**src/rtl/traffic_light_controller_param.sv**
```systemverilog
// Highway-priority traffic light FSM with cycle-count phase timers.
// Optional pedestrian walk phase enabled by defining PED_PHASE_EN.
module traffic_light_controller_param #(
  parameter int Y2R_CYCLES      = 3,
  parameter int R2G_CYCLES      = 2,
  parameter int MIN_GREEN       = 8,
  parameter int MAX_CNTRY_GREEN = 6,
  parameter int WALK_CYCLES     = 4,
  parameter int TIMER_W         = 8
) (
  input  logic       clock,
  input  logic       reset,
  input  logic       X,
  input  logic       ped_req,
  output logic [1:0] hwy,
  output logic [1:0] cntry,
  output logic       walk,
  output logic [2:0] state_o
);

  localparam logic [2:0] S_HGRN  = 3'd0;
  localparam logic [2:0] S_HYEL  = 3'd1;
  localparam logic [2:0] S_ARED1 = 3'd2;
  localparam logic [2:0] S_CGRN  = 3'd3;
  localparam logic [2:0] S_CYEL  = 3'd4;
  localparam logic [2:0] S_ARED2 = 3'd5;
  localparam logic [2:0] S_PWALK = 3'd6;

  localparam logic [1:0] L_RED = 2'd0;
  localparam logic [1:0] L_YEL = 2'd1;
  localparam logic [1:0] L_GRN = 2'd2;

  localparam logic [TIMER_W-1:0] Y2R_END  = TIMER_W'(Y2R_CYCLES - 1);
  localparam logic [TIMER_W-1:0] R2G_END  = TIMER_W'(R2G_CYCLES - 1);
  localparam logic [TIMER_W-1:0] MIN_END  = TIMER_W'(MIN_GREEN - 1);
  localparam logic [TIMER_W-1:0] CG_END   = TIMER_W'(MAX_CNTRY_GREEN - 1);
  localparam logic [TIMER_W-1:0] WALK_END = TIMER_W'(WALK_CYCLES - 1);

  logic [2:0]         state;
  logic [2:0]         state_nx;
  logic [TIMER_W-1:0] timer;
  logic               ped_pending;
  logic               ped_set;
  logic               ped_eff;

`ifdef PED_PHASE_EN
  assign ped_set = ped_req && (state != S_PWALK);
  // A request in the deciding cycle already counts for the S2 branch
  assign ped_eff = ped_pending | ped_set;

  always_ff @(posedge clock or negedge reset) begin
    if (!reset) begin
      ped_pending <= 1'b0;
    end else if (state_nx == S_PWALK && state != S_PWALK) begin
      ped_pending <= 1'b0;
    end else if (ped_set) begin
      ped_pending <= 1'b1;
    end
  end
`else
  logic ped_unused;
  assign ped_unused  = ^{ped_req, WALK_END};
  assign ped_set     = 1'b0;
  assign ped_eff     = 1'b0;
  assign ped_pending = 1'b0;
`endif

  always_comb begin
    state_nx = state;
    case (state)
      S_HGRN: begin
        if (timer >= MIN_END && (X || ped_pending))
          state_nx = S_HYEL;
      end
      S_HYEL: begin
        if (timer == Y2R_END)
          state_nx = S_ARED1;
      end
      S_ARED1: begin
        if (timer == R2G_END)
          state_nx = ped_eff ? S_PWALK : S_CGRN;
      end
      S_CGRN: begin
        if (!X || timer == CG_END)
          state_nx = S_CYEL;
      end
      S_CYEL: begin
        if (timer == Y2R_END)
          state_nx = S_ARED2;
      end
      S_ARED2: begin
        if (timer == R2G_END)
          state_nx = S_HGRN;
      end
`ifdef PED_PHASE_EN
      S_PWALK: begin
        if (timer == WALK_END)
          state_nx = X ? S_CGRN : S_ARED2;
      end
`endif
      default: state_nx = S_HGRN;
    endcase
  end

  always_ff @(posedge clock or negedge reset) begin
    if (!reset) begin
      state <= S_HGRN;
      timer <= '0;
    end else begin
      state <= state_nx;
      if (state_nx != state)
        timer <= '0;
      else if (timer != '1)
        timer <= timer + 1'b1;
    end
  end

  always_comb begin
    hwy   = L_RED;
    cntry = L_RED;
    walk  = 1'b0;
    case (state)
      S_HGRN: hwy   = L_GRN;
      S_HYEL: hwy   = L_YEL;
      S_CGRN: cntry = L_GRN;
      S_CYEL: cntry = L_YEL;
`ifdef PED_PHASE_EN
      S_PWALK: walk = 1'b1;
`endif
      default: ;
    endcase
  end

  assign state_o = state;

endmodule

```
**config.mk**
```make
export PLATFORM = sky130hd
export DESIGN_NAME = traffic_light_controller_param
export DESIGN_NICKNAME = d
export VERILOG_FILES = /design/src/rtl/traffic_light_controller_param.sv
export SDC_FILE = /design/constraint.sdc
export NUM_CORES = 1
export LEC_CHECK = 0
export BUFFER_PORTS_ARGS = -buffer_cell sky130_fd_sc_hd__buf_2
export CAP_MARGIN = 20
export CORE_MARGIN = 3
export CORE_UTILIZATION = 50
export CTS_BUF_LIST = sky130_fd_sc_hd__clkbuf_16
export CTS_CLUSTER_SIZE = 25
export DETAILED_ROUTE_END_ITERATION = 16
export PLACE_DENSITY_LB_ADDON = 0.05
export SYNTH_ARGS = -nofsm -noshare
export SYNTH_HDL_FRONTEND = slang
export SYNTH_SLANG_ARGS = --single-unit
```
**constraint.sdc**
```tcl
create_clock -name clock -period 2.7 [get_ports clock]
set_clock_uncertainty 0.1 [all_clocks]
set_input_delay 0.54 -clock clock [delete_from_list [all_inputs] [get_ports clock]]
set_output_delay 0.54 -clock clock [all_outputs]
set_load 0.02 [all_outputs]
```
==> qor.yml, run 1 <==
logic_synthesis:
  seq_area_frac_synth_pct: 31.75
  mappedNetlistNets: 104
  synth_edf_count: 0
  avgSynthCellArea_um2: 8.939
  synth-main-ff-cell: "dfrtp_1"
  syn_area_um2: 867.1
  ys_types: 45
  synth_area_leaders: "dfrtp_1 (32%), a211oi_2 (4.3%), ha_1 (4.3%), nand3_1 (4.0%), nor2_1 (3.5%)"
  synth_top_area_share_pct: 31.75
  synth-async-reset-ratio_pct: 100.0
  netlist_instances: 97
  ys_seq_elements: 11
  synth_area_leader_cell: "dfrtp_1"
  yosysWarnings: 0
place:
  place_hpwl_um: 1256
  dp.cells: 117
  io_buffers: 9
  gp_congestion: 0.8448
die:
  die_w_um: 47.65
  start_util_pct: 55.00
  core_area_um2: 1577
  fp.dieArea_um2: 2270
  io_pins: 12
  rows: 14
  dieHeight_um: 47.65
sta:
  setup_viol: 0
  drv_slew: 0
  final.min_clock_period_ns: 2.187
  rsz0062_at_grt: "no"
  min_period_over_period_pct: 81.01
  fin_setup_tns_ns: 0
  hold_viol_final: 0
  clock.fmax_mhz: 457.2
run_status:
  status: "finished clean"
finish:
  layout.cells.non_filler: 121
  multi_input_area_um2: 543.0
  final_nets: 113
  seqCellArea_um2: 275.3
  fin_util_pct: 62.70
  n_fill_cell: 135
  syn_to_final_growth_pct: 14.00
  antenna_cells: 0
  drive_above_1_share_pct: 22.86
route:
  ant_nets: 0
  drtIter0Drc: 11
  first_pass_iters: 4
  avgViaCountPerCell: 5.942
  num_vias: 719
  totalWireLength_um: 1673
  route.detailed.drc: 0
  avgRoutedWirePerCell_um: 13.83
worst_setup_path:
  crit_required_ns: 2.76
  cp-end-kind: "flip-flop"
  worst_setup_path_start_kind: "flip-flop"
  crit_arrival_ns: 2.25
  r2r_cells: 7
  path_class: "reg -> reg"
  crit_fanout: 7
grt:
  grt-ovfl-total: 0
  grt_pass1_wl_um: 2884
  grt_max_degree: 16
  grt_use_total_pct: 18.57
  antenna_found_initial: 0
  grt_pass1_vias: 641
clock_network:
  clock_path_buffers: 2
  cts_root_buf: "clkbuf_16"
  htree_levels: 1
  cts_resized: 0
  cts-hold-fix-buffers: 0
  clk_latency_ns: 0.24
  postCtsSetupBuffers: 0
  clk_pin_slew_worst_paths_ns: 0.04
  cts.sinks: 11
  cts_tree: "yes"
  cts_buffers: 3
worst_hold_path:
  min_path_type: "in -> async"
power_and_ir_drop:
  power_density_nw_per_um2: 1114
  total_power_uw: 1101
  peakVddDrop_mv: 0.6781
  leakage_uw: 0.0004472
run:
  maxCapViolCount: 0
stage by stage:
step	instance area [µm²]	setup slack [ns]	hold slack [ns]
2_1_floorplan	867.1	0.5994	0.1444
3_3_place_gp	909.6	0.5408	0.3295
3_5_place_dp	909.6	0.5042	0.3315
4_1_cts	988.4	0.4938	0.07885
5_1_grt	988.4	0.3322	0.07970
6_report	988.4	0.5127	0.06960
report_power, final:
part	internal (µW)	switching (µW)	leakage [µW]	total, µW
registers	212	99.0	0.000148	311
logic	237	290	0.000257	527
clock network	194	68.8	0.0000423	263
worst max-delay path: stages, from the launching register on:
cell	delay, ns
dfrtp_1	0.42
inv_1	0.07
ha_1	0.18
nor4b_4	0.30
a2111o_1	0.19
nand3_1	0.12
o41a_4	0.54
nor3_2	0.18
area by class of cell:
cell class / instances / share of cell area (%)
Tap cell: 16 / 2.025
Multi-Input combinational cell: 74 / 54.94
Inverter: 7 / 2.658
Timing Repair Buffer: 9 / 4.557
Clock inverter: 1 / 0.3797
Clock buffer: 3 / 7.595
Sequential cell: 11 / 27.85
flip-flops by register name, indices dropped and copies added (netlist names):
register / cells
state_o: 3
timer: 8
logic make-up after synthesis:
logic type	count (synthesis)	share of synthesized area (%)
AOI/OAI and AO/OA	19	19.92
xor gates and xnor gates	2	2.021
adders and majority gates	3	4.329
buffers and inverters	12	5.628
DFF	11	31.75
muxes	1	1.154
other	1	0.4325
and+or+nand+nor	48	34.78
cells in the mapped netlist, drive strengths merged (3+ instances only):
library cell and count:
a21oi 4, and2 3, nand2 7, ha 3, a211oi 4, nor3 5, nand2b 3, nand3 7
or3 3, clkbuf 4, dfrtp 11, inv 7, nor2 8
path summary, 6_finish.rpt:
path / slack [ns] / startpoint / endpoint
min in group clock: 0.53 / timer[6] / timer[6]
worst max-delay path: 0.51 / timer[1] / timer[4]
worst min-delay path: 0.07 / reset / state_o[1]
worst min register to register: 0.53 / timer[6] / timer[6]
max in group asynchronous: 2.22 / reset / timer[7]
worst max register to register: 0.51 / timer[1] / timer[4]
layout by cell type (no fill, tap or decap), types with 2 or more instances in the layout:
cell / count
nor2_1: 8
nor2b_1: 2
buf_2: 9
a21oi_1: 4
nor3_1: 2
clkbuf_16: 3
dfrtp_1: 11
nor3_2: 2
and2_1: 2
nand2b_1: 3
nand3_1: 7
nand2_1: 7
a211oi_2: 3
inv_1: 8
nand4_1: 2
ha_1: 3
layer usage:
layer	vias up	wire, µm	GRT usage (%)	share of wire (%)
met5	-	0	0	0
met4	0	24	10.22	1.4
met3	2	61	4.887	3.6
met2	13	796	30.21	48
met1	341	791	22.20	47
li1	363	-	-	-
(Power assumes the default switching activity.)
==> run 2: changes to the inputs <==
==> constraint.sdc (replaced) <==
create_clock -name clock -period 1.9 [get_ports clock]
set_clock_uncertainty 0.1 [all_clocks]
set_input_delay 0.38 -clock clock [delete_from_list [all_inputs] [get_ports clock]]
set_output_delay 0.38 -clock clock [all_outputs]
set_load 0.02 [all_outputs]
==> run 2 against run 1 <==
Compared with the run above: the run now ends with setup timing left; clock-buffer cell count unchanged; wire length up 32%; global-route usage up 4.0 points; sequential share of layout area down 4.8 points; final cell count up 18%; non-clock buffer count up 22; critical path depth unchanged; first-iteration DRC count up 73%; sequential power up 35%; combinational power up 100%; critical endpoint unchanged; worst hold slack better by 0.38 ns.
==> qor.yml, run 2 (same netlist as run 1, synthesis figures left out) <==
place:
  gp_congestion: 0.9055  # +7.2%
  dpl-instance-area_um2: 1042  # +15%
  place_hpwl_um: 1498  # +19%
  io_buffers: 9  # unchanged
  preCtsSetupSlack_ns: -0.1206  # -0.6248 ns
power_and_ir_drop:
  peakVddDrop_mv: 1.241  # +83%
  leakage_uw: 0.0005668  # +27%
  power_density_nw_per_um2: 1560  # +40%
sta:
  rsz0062_at_grt: "yes"
  clock.fmax_mhz: 498.7  # +9.1%
  setup_ws_ns: -0.1051  # -0.6177 ns
  drv_slew: 0  # unchanged
  setup_viol: 9  # +9
  min_period_over_period_pct: 105.5  # +25 points
  hold_viol_final: 0  # unchanged
  final.min_clock_period_ns: 2.005  # -0.1823 ns
  whs_ns: 0.4543  # +0.3847 ns
worst_setup_path:
  cp-end-kind: "flip-flop"
  crit_fanout: 7  # unchanged
  worst_setup_path_start_kind: "flip-flop"
  r2r_cells: 7  # unchanged
  crit_required_ns: 1.96  # -0.80 ns
  r2r-end: "timer[4]"
  r2r_start: "timer[1]"
  path_class: "reg -> reg"
  crit_arrival_ns: 2.06  # -0.19 ns
  rrSetupSlack_ns: -0.11  # -0.62 ns
route:
  first_pass_iters: 4  # unchanged
  drtIter0Drc: 19  # +8
  num_vias: 841  # +17%
  route.detailed.drc: 0  # unchanged
  totalWireLength_um: 2213  # +32%
  avgViaCountPerCell: 5.881  # -1.0%
  avgRoutedWirePerCell_um: 15.48  # +12%
  ant_nets: 0  # unchanged
worst_hold_path:
  min_path_type: "in -> async"
clock_network:
  clock_path_buffers: 2  # unchanged
  cts_root_buf: "clkbuf_16"
  cts_buffers: 3  # unchanged
  cts_tree: "yes"
  clk_pin_slew_worst_paths_ns: 0.04  # about the same
  cts.sinks: 11  # unchanged
  htree_levels: 1  # unchanged
  clk_latency_ns: 0.24  # about the same
finish:
  top_register: "timer"
  layout_commonest_cell: "buf_4"
  antenna_cells: 0  # unchanged
  n_fill_cell: 113  # -16%
  fin_util_pct: 76.03  # +13 points
  finalInstanceArea_um2: 1199  # +21%
  final_nets: 135  # +19%
  drive_above_1_share_pct: 43.31  # +20 points
  largest_reg_flops: 8  # unchanged
  syn_to_final_growth_pct: 38.24
  layout_common_cells: "buf_4 (21), dfrtp_1 (10), buf_2 (9)"
run_status:
  violations: "setup timing"
  status: "finished with violations"
die:
  io_pins: 12  # unchanged
  dieHeight_um: 47.65  # unchanged
  rows: 14  # unchanged
  die_w_um: 47.65  # unchanged
  fp.dieArea_um2: 2270  # unchanged
  start_util_pct: 55.00  # unchanged
  core_area_um2: 1577  # unchanged
grt:
  antenna_found_initial: 0  # unchanged
  grt-ovfl-total: 0  # unchanged
  grt_pass1_wl_um: 3512  # +22%
  grt_max_degree: 16  # unchanged
  grt_pass1_vias: 801  # +25%
  grt_use_total_pct: 22.62  # +4.0 points
run:
  maxCapViolCount: 0  # unchanged
==> run 2: where the power goes <==
group	switching [µW]	internal [µW]
sequential	119	302
combinational	550	521
clock	101	276
total	771	1100
==> run 2: layer usage <==
| metal | part of all wire, % | global-route usage [%] | up-vias |
|---|---|---|---|
| li1 | - | - | 411 |
| met2 | 47 | 37.43 | 25 |
| met5 | 0 | 0 | - |
| met1 | 46 | 27.65 | 397 |
| met4 | 2.2 | 12.37 | 0 |
| met3 | 4.5 | 4.135 | 8 |
==> run 2: final cells by class <==
cell class              count  area, µm²  share of cell area (%)
inverters                   7      26.28                   2.192
repair buffers             31      212.7                   17.75
multi-input cells          74      584.3                   48.75
clock inverters             1      3.754                  0.3132
well taps                  16      20.02                   1.670
clock buffers               3      75.07                   6.263
flip-flops and latches     11      276.5                   23.07
==> run 2: worst max-delay path by stage <==
stage	from	endpoint
after floorplan	state_o[2]	timer[4]
after global placement	timer[0]	timer[4]
after detailed placement	timer[0]	timer[4]
after CTS	timer[1]	timer[1]
after global routing	timer[1]	timer[1]
final	timer[1]	timer[4]
==> run 2: worst max-delay path, cell delays in order, from the launching register on <==
cell	delay, ns
dfrtp_1	0.38
inv_1	0.07
ha_2	0.17
nor4b_4	0.22
a2111o_1	0.20
nand3_2	0.10
o41a_4	0.50
nor3_2	0.18
==> run 2: what timing repair did <==
item | 4_1_cts | 5_1_grt
gates resized for setup | 4 | 5
hold buffers | 1 | 0
gates cloned | 0 | 0
endpoints found under the setup margin | 9 | 10
setup buffers | 2 | 3
endpoints found under the hold margin | 11 | 0
pin swaps | 5 | 6
==> run 2: stage by stage <==
step           TNS [ns]  total power (µW)  cells
2_1_floorplan         0              1050     97
3_3_place_gp    -0.4576              1329    133
3_5_place_dp    -0.7979              1359    133
4_1_cts         -0.3914              1807    140
5_1_grt          -1.386              1999    143
6_report        -0.5620              1870    143
==> run 3: changes to the inputs <==
==> constraint.sdc (replaced) <==
create_clock -name clock -period 2.2 [get_ports clock]
set_clock_uncertainty 0.1 [all_clocks]
set_input_delay 0.44 -clock clock [delete_from_list [all_inputs] [get_ports clock]]
set_output_delay 0.44 -clock clock [all_outputs]
set_load 0.02 [all_outputs]
==> run 3 against run 2 <==
Compared with the run above: the flow now finishes without violations; non-clock buffer count is 14 lower; critical path depth is 2 lower; via count is 9.0% lower; sequential share of layout area is 3.1 points higher; global-route usage is 4.2 points lower; sequential power is 17% lower; sequential cell count stayed put; core utilization is 9.4 points lower; worst setup slack better by 0.24 ns; wire length is 19% lower; clock-buffer cell count stayed put.
==> qor.yml, run 3 (same netlist as run 1, synthesis figures left out) <==
worst_setup_path:
  r2r_cells: 5  # -2
  startpoint: "timer[7]"
  cp-end-kind: "flip-flop"
  path_class: "reg -> reg"
  cp-endpoint: "timer[4]"
  rrSetupSlack_ns: 0.14  # +0.24 ns
  r2r-end: "timer[4]"
  crit_fanout: 7  # unchanged
  crit_required_ns: 2.26  # +0.30 ns
  worst_setup_path_start_kind: "flip-flop"
  crit_arrival_ns: 2.12  # +0.06 ns
  r2r_start: "timer[7]"
grt:
  grt_pass1_vias: 672  # -16%
  grt-ovfl-total: 0  # unchanged
  antenna_found_initial: 0  # unchanged
  grt_use_total_pct: 18.43  # -4.2 points
  grt_pass1_wl_um: 2939  # -16%
  grt_max_degree: 16  # unchanged
sta:
  drv_slew: 0  # unchanged
  fin_setup_tns_ns: 0  # +0.5620 ns
  min_period_over_period_pct: 93.78  # -12 points
  final.min_clock_period_ns: 2.063  # +0.05808 ns
  clock.fmax_mhz: 484.7  # -2.8%
  rsz0062_at_grt: "no"
  setup_viol: 0  # -9
  hold_viol_final: 0  # unchanged
  setup_ws_ns: 0.1368  # +0.2419 ns
power_and_ir_drop:
  leakage_uw: 0.0004862  # -14%
  peakVddDrop_mv: 0.7804  # -37%
  power_density_nw_per_um2: 1347  # -14%
  total_power_uw: 1415  # -24%
route:
  ant_nets: 0  # unchanged
  drtIter0Drc: 9  # -10
  num_vias: 765  # -9.0%
  first_pass_iters: 4  # unchanged
  totalWireLength_um: 1785  # -19%
  avgRoutedWirePerCell_um: 13.84  # -11%
  route.detailed.drc: 0  # unchanged
  avgViaCountPerCell: 5.930  # +0.84%
finish:
  largest_reg_flops: 8  # unchanged
  layout_common_cells: "dfrtp_1 (11), buf_2 (9), inv_1 (8), nor2_1 (8)"
  drive_above_1_share_pct: 27.43  # -16 points
  final_nets: 121  # -10%
  antenna_cells: 0  # unchanged
  top_register: "timer"
  syn_to_final_growth_pct: 21.21
  layout_commonest_cell: "dfrtp_1"
clock_network:
  postCtsSetupBuffers: 0  # -2
  clock_path_buffers: 2  # unchanged
  cts.sinks: 11  # unchanged
  cts_tree: "yes"
  cts_buffers: 3  # unchanged
  clk_latency_ns: 0.24  # about the same
  htree_levels: 1  # unchanged
  clk_pin_slew_worst_paths_ns: 0.04  # about the same
  cts_root_buf: "clkbuf_16"
  cts_resized: 0  # -4
place:
  place_hpwl_um: 1330  # -11%
  gp_congestion: 0.8501  # -6.1%
  io_buffers: 9  # unchanged
  preCtsSetupSlack_ns: 0.1012  # +0.2218 ns
die:
  start_util_pct: 55.00  # unchanged
  dieHeight_um: 47.65  # unchanged
  io_pins: 12  # unchanged
  die_w_um: 47.65  # unchanged
  fp.dieArea_um2: 2270  # unchanged
  core_area_um2: 1577  # unchanged
  rows: 14  # unchanged
worst_hold_path:
  min_path_type: "in -> async"
run_status:
  status: "finished clean"
run:
  maxCapViolCount: 0  # unchanged
## run 3: cell type report
cell class,count,area [µm²]
sequential,11,275.3
inverter,7,26.28
multi-input combinational,74,543.0
tap,16,20.02
clock buffer,3,75.07
fill,132,525.5
clock inverter,1,3.754
timing repair buffer,17,107.6
## run 3: critical path: stages, from the launching register on
cell      delay [ns]
dfrtp_1         0.43
or3_4           0.44
nor3_4          0.20
o221ai_2        0.14
o41a_4          0.50
nor3_2          0.18
## run 3: worst min-delay path by stage
stage	startpoint	end	slack, ns	depth (start not counted)
after floorplan	reset	state_o[0]	0.04	0
after global placement	reset	state_o[1]	0.23	1
after detailed placement	reset	state_o[1]	0.23	1
after CTS	reset	state_o[1]	0.52	2
after global routing	reset	state_o[1]	0.56	2
final	reset	timer[1]	0.52	2
## run 3: timing repair
action / in CTS / in global routing
hold endpoints to repair: 11 / 0
hold buffers: 1 / 0
setup endpoints to repair: 0 / 4
## run 3: power by group
part           leakage [µW]  internal [µW]  switching, µW
registers          0.000148            260           89.2
clock network     0.0000423            239           90.3
logic              0.000296            337            399
total              0.000486            836            579
## run 3: stage by stage
stage	utilization (%)	cells	hold slack, ns	area (µm²)
after floorplan	-	97	0.04441	867.1
after global placement	61.03	124	0.2282	962.2
after detailed placement	61.03	124	0.2308	962.2
after CTS	66.67	129	0.5218	1051
after global routing	66.67	129	0.5620	1051
final	66.67	129	0.5196	1051
## run 3: metal layers
metal | part of all wire (%) | vias up | track usage (%)
li1 | - | 381 | -
met1 | 46 | 358 | 23.39
met2 | 49 | 24 | 31.28
met3 | 4.8 | 2 | 4.887
met4 | 0.50 | 0 | 4.301
met5 | 0 | - | 0
